File: src/rtl/cpu_id_if.sv
// cpu_id_if: fetch, write-back and ID/EX signals of the decode stage
interface cpu_id_if;
    logic [31:0] if_pc;
    logic [31:0] if_ins;
    logic        flush;
    logic        wb_we;
    logic [4:0]  wb_addr;
    logic [31:0] wb_data;
    logic        stall;
    logic        ex_valid;
    logic [31:0] ex_pc;
    logic [31:0] ex_ins;
    logic [31:0] ex_rs_data;
    logic [31:0] ex_rt_data;
    logic [31:0] ex_imm;
    logic [4:0]  ex_rs;
    logic [4:0]  ex_rt;
    logic [4:0]  ex_dest;
    logic        ex_reg_write;
    logic        ex_mem_read;
    logic [31:0] stall_count;

    modport master (
        output if_pc, if_ins, flush, wb_we, wb_addr, wb_data,
        input  stall, ex_valid, ex_pc, ex_ins, ex_rs_data, ex_rt_data, ex_imm,
               ex_rs, ex_rt, ex_dest, ex_reg_write, ex_mem_read, stall_count
    );

    modport slave (
        input  if_pc, if_ins, flush, wb_we, wb_addr, wb_data,
        output stall, ex_valid, ex_pc, ex_ins, ex_rs_data, ex_rt_data, ex_imm,
               ex_rs, ex_rt, ex_dest, ex_reg_write, ex_mem_read, stall_count
    );
endinterface

File: src/rtl/cpu_id.sv
// cpu_id: MIPS decode stage with register file, load-use stall and ID/EX register
module cpu_id #(
    parameter int REG_COUNT = 32
) (
    input logic   clk,
    input logic   clr,
    cpu_id_if.slave bus
);
    logic [31:0] regs [REG_COUNT];
    logic [5:0]  opcode;
    logic [5:0]  funct;
    logic [4:0]  rs;
    logic [4:0]  rt;
    logic [4:0]  rd;
    logic [4:0]  dest;
    logic        writes;
    logic        mem_read;
    logic        hazard;
    logic        bubble;
    logic        wb_hit;
    logic [31:0] imm;
    logic [31:0] rs_data;
    logic [31:0] rt_data;

    // decode, bypassed register reads and load-use detection against ID/EX
    always_comb begin
        opcode   = bus.if_ins[31:26];
        rs       = bus.if_ins[25:21];
        rt       = bus.if_ins[20:16];
        rd       = bus.if_ins[15:11];
        funct    = bus.if_ins[5:0];
        writes   = opcode == 6'h00 ? funct != 6'h08
                 : (opcode == 6'h23 || opcode[5:3] == 3'b001 || opcode == 6'h03);
        dest     = opcode == 6'h00 ? rd : opcode == 6'h03 ? 5'd31 : rt;
        mem_read = opcode == 6'h23;
        imm      = opcode[5:2] == 4'b0011 ? {16'h0, bus.if_ins[15:0]}
                                          : {{16{bus.if_ins[15]}}, bus.if_ins[15:0]};
        wb_hit   = bus.wb_we && bus.wb_addr != 5'd0;
        rs_data  = (wb_hit && bus.wb_addr == rs) ? bus.wb_data : regs[rs];
        rt_data  = (wb_hit && bus.wb_addr == rt) ? bus.wb_data : regs[rt];
        hazard   = bus.ex_valid && bus.ex_mem_read && bus.ex_dest != 5'd0
                && (bus.ex_dest == rs || bus.ex_dest == rt);
        bubble   = bus.flush || hazard;
        bus.stall = hazard && !bus.flush;
    end

    // register file; entry 0 is never written so it stays zero from reset
    always_ff @(posedge clk or posedge clr) begin
        if (clr) begin
            for (int i = 0; i < REG_COUNT; i++) regs[i] <= '0;
        end else if (wb_hit) begin
            regs[bus.wb_addr] <= bus.wb_data;
        end
    end

    // ID/EX pipeline register, loading all-zero bubbles on flush or hazard
    always_ff @(posedge clk or posedge clr) begin
        if (clr) begin
            bus.ex_valid     <= 1'b0;
            bus.ex_pc        <= '0;
            bus.ex_ins       <= '0;
            bus.ex_rs_data   <= '0;
            bus.ex_rt_data   <= '0;
            bus.ex_imm       <= '0;
            bus.ex_rs        <= '0;
            bus.ex_rt        <= '0;
            bus.ex_dest      <= '0;
            bus.ex_reg_write <= 1'b0;
            bus.ex_mem_read  <= 1'b0;
        end else begin
            bus.ex_valid     <= !bubble;
            bus.ex_pc        <= bubble ? '0 : bus.if_pc;
            bus.ex_ins       <= bubble ? '0 : bus.if_ins;
            bus.ex_rs_data   <= bubble ? '0 : rs_data;
            bus.ex_rt_data   <= bubble ? '0 : rt_data;
            bus.ex_imm       <= bubble ? '0 : imm;
            bus.ex_rs        <= bubble ? '0 : rs;
            bus.ex_rt        <= bubble ? '0 : rt;
            bus.ex_dest      <= bubble ? '0 : dest;
            bus.ex_reg_write <= !bubble && writes && dest != 5'd0;
            bus.ex_mem_read  <= !bubble && mem_read;
        end
    end

    // count cycles in which fetch was told to hold
    always_ff @(posedge clk or posedge clr) begin
        if (clr) bus.stall_count <= '0;
        else if (bus.stall) bus.stall_count <= bus.stall_count + 32'd1;
    end
endmodule

File: src/flat_wrapper.sv
// flat-port wrapper written by rule: the top's interface ports become plain ports
module cpu_id_flat 
#(
    parameter int REG_COUNT = 32
)
  (clk, clr, bus_if_pc, bus_if_ins, bus_flush, bus_wb_we, bus_wb_addr, bus_wb_data, bus_stall, bus_ex_valid, bus_ex_pc, bus_ex_ins, bus_ex_rs_data, bus_ex_rt_data, bus_ex_imm, bus_ex_rs, bus_ex_rt, bus_ex_dest, bus_ex_reg_write, bus_ex_mem_read, bus_stall_count);
  cpu_id_if bus_i ();
  input logic clk;
  input logic clr;
  input wire logic [$bits(bus_i.if_pc)-1:0] bus_if_pc;
  input wire logic [$bits(bus_i.if_ins)-1:0] bus_if_ins;
  input wire logic [$bits(bus_i.flush)-1:0] bus_flush;
  input wire logic [$bits(bus_i.wb_we)-1:0] bus_wb_we;
  input wire logic [$bits(bus_i.wb_addr)-1:0] bus_wb_addr;
  input wire logic [$bits(bus_i.wb_data)-1:0] bus_wb_data;
  output wire logic [$bits(bus_i.stall)-1:0] bus_stall;
  output wire logic [$bits(bus_i.ex_valid)-1:0] bus_ex_valid;
  output wire logic [$bits(bus_i.ex_pc)-1:0] bus_ex_pc;
  output wire logic [$bits(bus_i.ex_ins)-1:0] bus_ex_ins;
  output wire logic [$bits(bus_i.ex_rs_data)-1:0] bus_ex_rs_data;
  output wire logic [$bits(bus_i.ex_rt_data)-1:0] bus_ex_rt_data;
  output wire logic [$bits(bus_i.ex_imm)-1:0] bus_ex_imm;
  output wire logic [$bits(bus_i.ex_rs)-1:0] bus_ex_rs;
  output wire logic [$bits(bus_i.ex_rt)-1:0] bus_ex_rt;
  output wire logic [$bits(bus_i.ex_dest)-1:0] bus_ex_dest;
  output wire logic [$bits(bus_i.ex_reg_write)-1:0] bus_ex_reg_write;
  output wire logic [$bits(bus_i.ex_mem_read)-1:0] bus_ex_mem_read;
  output wire logic [$bits(bus_i.stall_count)-1:0] bus_stall_count;
  assign bus_i.if_pc = bus_if_pc;
  assign bus_i.if_ins = bus_if_ins;
  assign bus_i.flush = bus_flush;
  assign bus_i.wb_we = bus_wb_we;
  assign bus_i.wb_addr = bus_wb_addr;
  assign bus_i.wb_data = bus_wb_data;
  assign bus_stall = bus_i.stall;
  assign bus_ex_valid = bus_i.ex_valid;
  assign bus_ex_pc = bus_i.ex_pc;
  assign bus_ex_ins = bus_i.ex_ins;
  assign bus_ex_rs_data = bus_i.ex_rs_data;
  assign bus_ex_rt_data = bus_i.ex_rt_data;
  assign bus_ex_imm = bus_i.ex_imm;
  assign bus_ex_rs = bus_i.ex_rs;
  assign bus_ex_rt = bus_i.ex_rt;
  assign bus_ex_dest = bus_i.ex_dest;
  assign bus_ex_reg_write = bus_i.ex_reg_write;
  assign bus_ex_mem_read = bus_i.ex_mem_read;
  assign bus_stall_count = bus_i.stall_count;
  cpu_id #(.REG_COUNT(REG_COUNT)) u_core (.clk(clk), .clr(clr), .bus(bus_i));
endmodule
File: config.mk
export PLATFORM = sky130hd
export DESIGN_NAME = cpu_id_flat
export DESIGN_NICKNAME = d
export VERILOG_FILES = /design/src/rtl/cpu_id_if.sv /design/src/rtl/cpu_id.sv /design/src/flat_wrapper.sv
export SDC_FILE = /design/constraint.sdc
export NUM_CORES = 2
export LEC_CHECK = 0
export ABC_AREA = 1
export BUFFER_PORTS_ARGS = -buffer_cell sky130_fd_sc_hd__buf_2
export CAP_MARGIN = 5
export CORE_ASPECT_RATIO = 0.7
export CORE_MARGIN = 2
export CORE_UTILIZATION = 45
export DETAILED_ROUTE_END_ITERATION = 12
export MAX_ROUTING_LAYER = met4
export PLACE_DENSITY = 0.74
export SYNTH_ARGS = -nofsm -noshare
export SYNTH_HDL_FRONTEND = slang
export SYNTH_SLANG_ARGS = --single-unit
export TNS_END_PERCENT = 20
File: constraint.sdc
create_clock -name clk -period 33.2 [get_ports clk]
set_clock_uncertainty 0.2 [all_clocks]
set_input_delay 1.66 -clock clk [delete_from_list [all_inputs] [get_ports clk]]
set_output_delay 1.66 -clock clk [all_outputs]
set_load 0.005 [all_outputs]
==> flow_summary_export.csv <==
group,metric,value,unit
status,outcome,"completed",
die,die-area,150000,µm²
die,dieWidth,462,µm
clock_tree,cts-hold-fix-buffers,0,
die,row_count,117,
sta,fmax,0.149,GHz
sta,setup_tns,0,ns
clock_tree,cts_resized,0,
placed_design,place_hpwl,129,mm
clock_tree,clkSinkCount,1193,
sta,hold_viol,0,
grt,grt_pass1_vias,62459,
cells_and_area,fin_util,49.3,%
cells_and_area,synthToLayoutAreaGrowth,8.76,%
cells_and_area,finalInstanceArea,71800,µm²
placed_design,placement.io_buffers,315,
min_path,min_to,"u_core.regs[1023]",
yosys,postSynthAreaPerCell,6.77,µm²
grt,track_usage,32.0,%
worst_setup_path,criticalPathCategory,"in2out",
clock_tree,clockBufferDepth,3,
worst_setup_path,path_buf_inv,4,
die,fp.dieH,324,µm
clock_tree,clock-root-buffer,"clkbuf_16",
cells_and_area,nets,9576,
yosys,ys.warnings.count,0,
sta,min_period,6.71,ns
yosys,yosys.area.top_type,"dfrtp_1",
yosys,synthCells,9753,
clock_tree,path_clk_slew,0.07,ns
min_path,hp-class,"reg2reg",
cells_and_area,final_common_cell,"nand2_1",
route,ant_nets,0,
power,pwr_density_cell,57.1,nW/µm²
min_path,worstHoldPathCells,0,
cells_and_area,final_cell_mix,"nand2_1 (3744), nand3_1 (1757), dfrtp_1 (1193)",
grt,grt_pass1_wl,367,mm
worst_setup_path,ff2ff_setup_slack,29.55,ns
route,routed_wirelength,237,mm
grt,grt.overflow.total,0,
yosys,synth.distinct_cells,26,
route,detail_route.first_pass.iterations,7,
cells_and_area,fillers,14177,
worst_setup_path,worstReg2RegStart,"u_core.bus.ex_dest[4]",
die,start_util,45.4,%
power,pwr-share-clk,34.6,%
yosys,synthDominantCellAreaShare,45.2,%
worst_setup_path,critPathArrivalTime,4.85,ns
power,intPower,0.00278,W
yosys,yosys-top-cells-area,"dfrtp_1 (45%), nand2_1 (21%), nand3_1 (13%)",
cells_and_area,drive_above_1_share,6.75,%
sta,worst_slew_pin_slew,1.28,ns
clock_tree,cts_buffers,116,
route,drtIter0Drc,10563,
sta,period_share,20.2,%
power,peakVddDrop,46.2,µV
clock_tree,cts_tree,"built",
worst_setup_path,start_kind,"input pin",
placed_design,post_dp_cell_area,67700,µm²
sta,setup_viol,0,
die,core_area,146000,µm²
route,wl_per_cell,20.6,µm
yosys,ys_ff_latch,1193,
die,ioPinCount,316,
worst_setup_path,crit_family,"buffers and inverters",
power,p_comb_share,19.9,%
worst_setup_path,worstPathRequired,31.34,ns
route,via_per_inst,5.78,
yosys,synth_area,66000,µm²
worst_setup_path,rr_endpoint,"u_core.bus.ex_rt_data[27]",
worst_setup_path,crit_slowest_cell,"clkinv_2",
yosys,ys_seq_area_share,45.2,%
worst_setup_path,max_stage_delay,0.95,ns
route,via_count,66766,
min_path,hp-start,"u_core.regs[1023]",
worst_setup_path,worstSetupEndpointType,"output port",
flow_run,cap_violations,0,
sta,rsz0062_at_grt,"no",
sta,slew_viol_final,0,
route,drc,0,
clock_tree,clk_latency,0.79,ns
clock_tree,htreeDepth,3,
placed_design,gp_congestion,0.928,
power,switching_power,0.00132,W
yosys,syn-num-nets,9859,
worst_setup_path,crit_path_max_fanout,60,
power,seq_power_share,45.4,%
power,power.leakage,36.7,nW
grt,grt_max_degree,213,
clock_tree,post-cts-setup-buffers,0,
worst_setup_path,crit_chain,"buf_4 > clkinv_2 > nand2_1 > nand2_1 > nor2_1 > nand3_1 > nand2_1 > nand2_1 > nor2_4 > buf_4 > buf_2",
grt,antenna_found_initial,16,
sta,relSlewSlack,14.1,%
worst_setup_path,critPathMostFrequentCell,"nand2_1",
worst_setup_path,reg2regPathDepth,12,
power,p_sw_share,32.2,%
[routing by layer]
layer  vias up  track usage, %  part of all wire, %
met2      4726            45.3                   42
met5         -               -                    0
met3       766            8.92                   14
li1      30125               -                    -
met1     31149            43.0                   39
met4         0            13.5                  4.5
[power groups by stage]
stage | Sequential [W] | Combinational, W | Clock, W
floorplan | 0.00185 | 0.000598 | 0
global placement | 0.00187 | 0.000766 | 0
detailed placement | 0.00188 | 0.000797 | 0
CTS | 0.00186 | 0.000802 | 0.00143
global route | 0.00189 | 0.000936 | 0.00149
finish | 0.00186 | 0.000817 | 0.00142
[logic make-up after synthesis]
kind of cell / Yosys count / share of synthesized area [%]
DFF: 1193 / 45.2
xor gates and xnor gates: 25 / 0.332
buffers and inverters: 1656 / 9.80
and+or+nand+nor: 5851 / 36.8
adders and majority gates: 1 / 0.0190
AOI/OAI and AO/OA: 1027 / 7.79
[final cells by class]
class	count	area, µm²	area share, %
Inverter	857	3260	4.55
Tap cell	1963	2460	3.42
Antenna cell	14	35.0	0.0488
Clock inverter	44	594	0.828
Timing Repair Buffer	398	2380	3.32
Sequential cell	1193	29900	41.6
Clock buffer	171	3430	4.78
Multi-Input combinational cell	6904	29800	41.5
[registers in the layout, summed over array words and instances (netlist names), 5 cells and up]
signal                  count
u_core.bus.ex_dest          5
u_core.regs              1024
u_core.bus.ex_rt_data      32
u_core.bus.stall_count     32
u_core.bus.ex_ins          32
u_core.bus.ex_pc           32
u_core.bus.ex_rs_data      32
[through the flow]
step / setup WS [ns] / power [W] / cells / hold slack, ns
after global placement: 26.21 / 0.00263 / 11315 / 0.165
after CTS: 26.63 / 0.00409 / 11530 / 0.180
after detailed placement: 26.09 / 0.00268 / 11315 / 0.166
after global routing: 26.29 / 0.00432 / 11541 / 0.196
after floorplan: 14.86 / 0.00245 / 9753 / 0.229
final: 26.49 / 0.00410 / 11544 / 0.178
[cell usage after synthesis (all sizes together)]
master,n
clkbuf,610
ha,1
nor2,288
a21oi,36
buf,189
o21ai,988
dfrtp,1193
nor4,1
xor2,21
xnor2,4
nor3,27
o22ai,3
inv,853
nand2,3771
nand4,5
clkinv,4
nand3,1759
[worst register-to-register path: cells and delay by family, from the launching register on]
kind,cells,cell delay [ns]
DFF,1,0.65
and+or+nand+nor,9,1.75
buffers and inverters,3,0.94
[worst max-delay path by stage]
stage	startpoint	end	slack (ns)	cells after the start
detailed placement	clr	u_core.regs[418]	26.09	7
finish	bus_if_ins[20]	bus_stall	26.49	11
global route	clr	u_core.regs[480]	26.29	7
floorplan	clr	u_core.bus.ex_dest[0]	14.86	1
CTS	bus_if_ins[20]	bus_stall	26.63	11
global placement	clr	u_core.regs[418]	26.21	7
No activity file was read; power rests on OpenSTA's default activity.
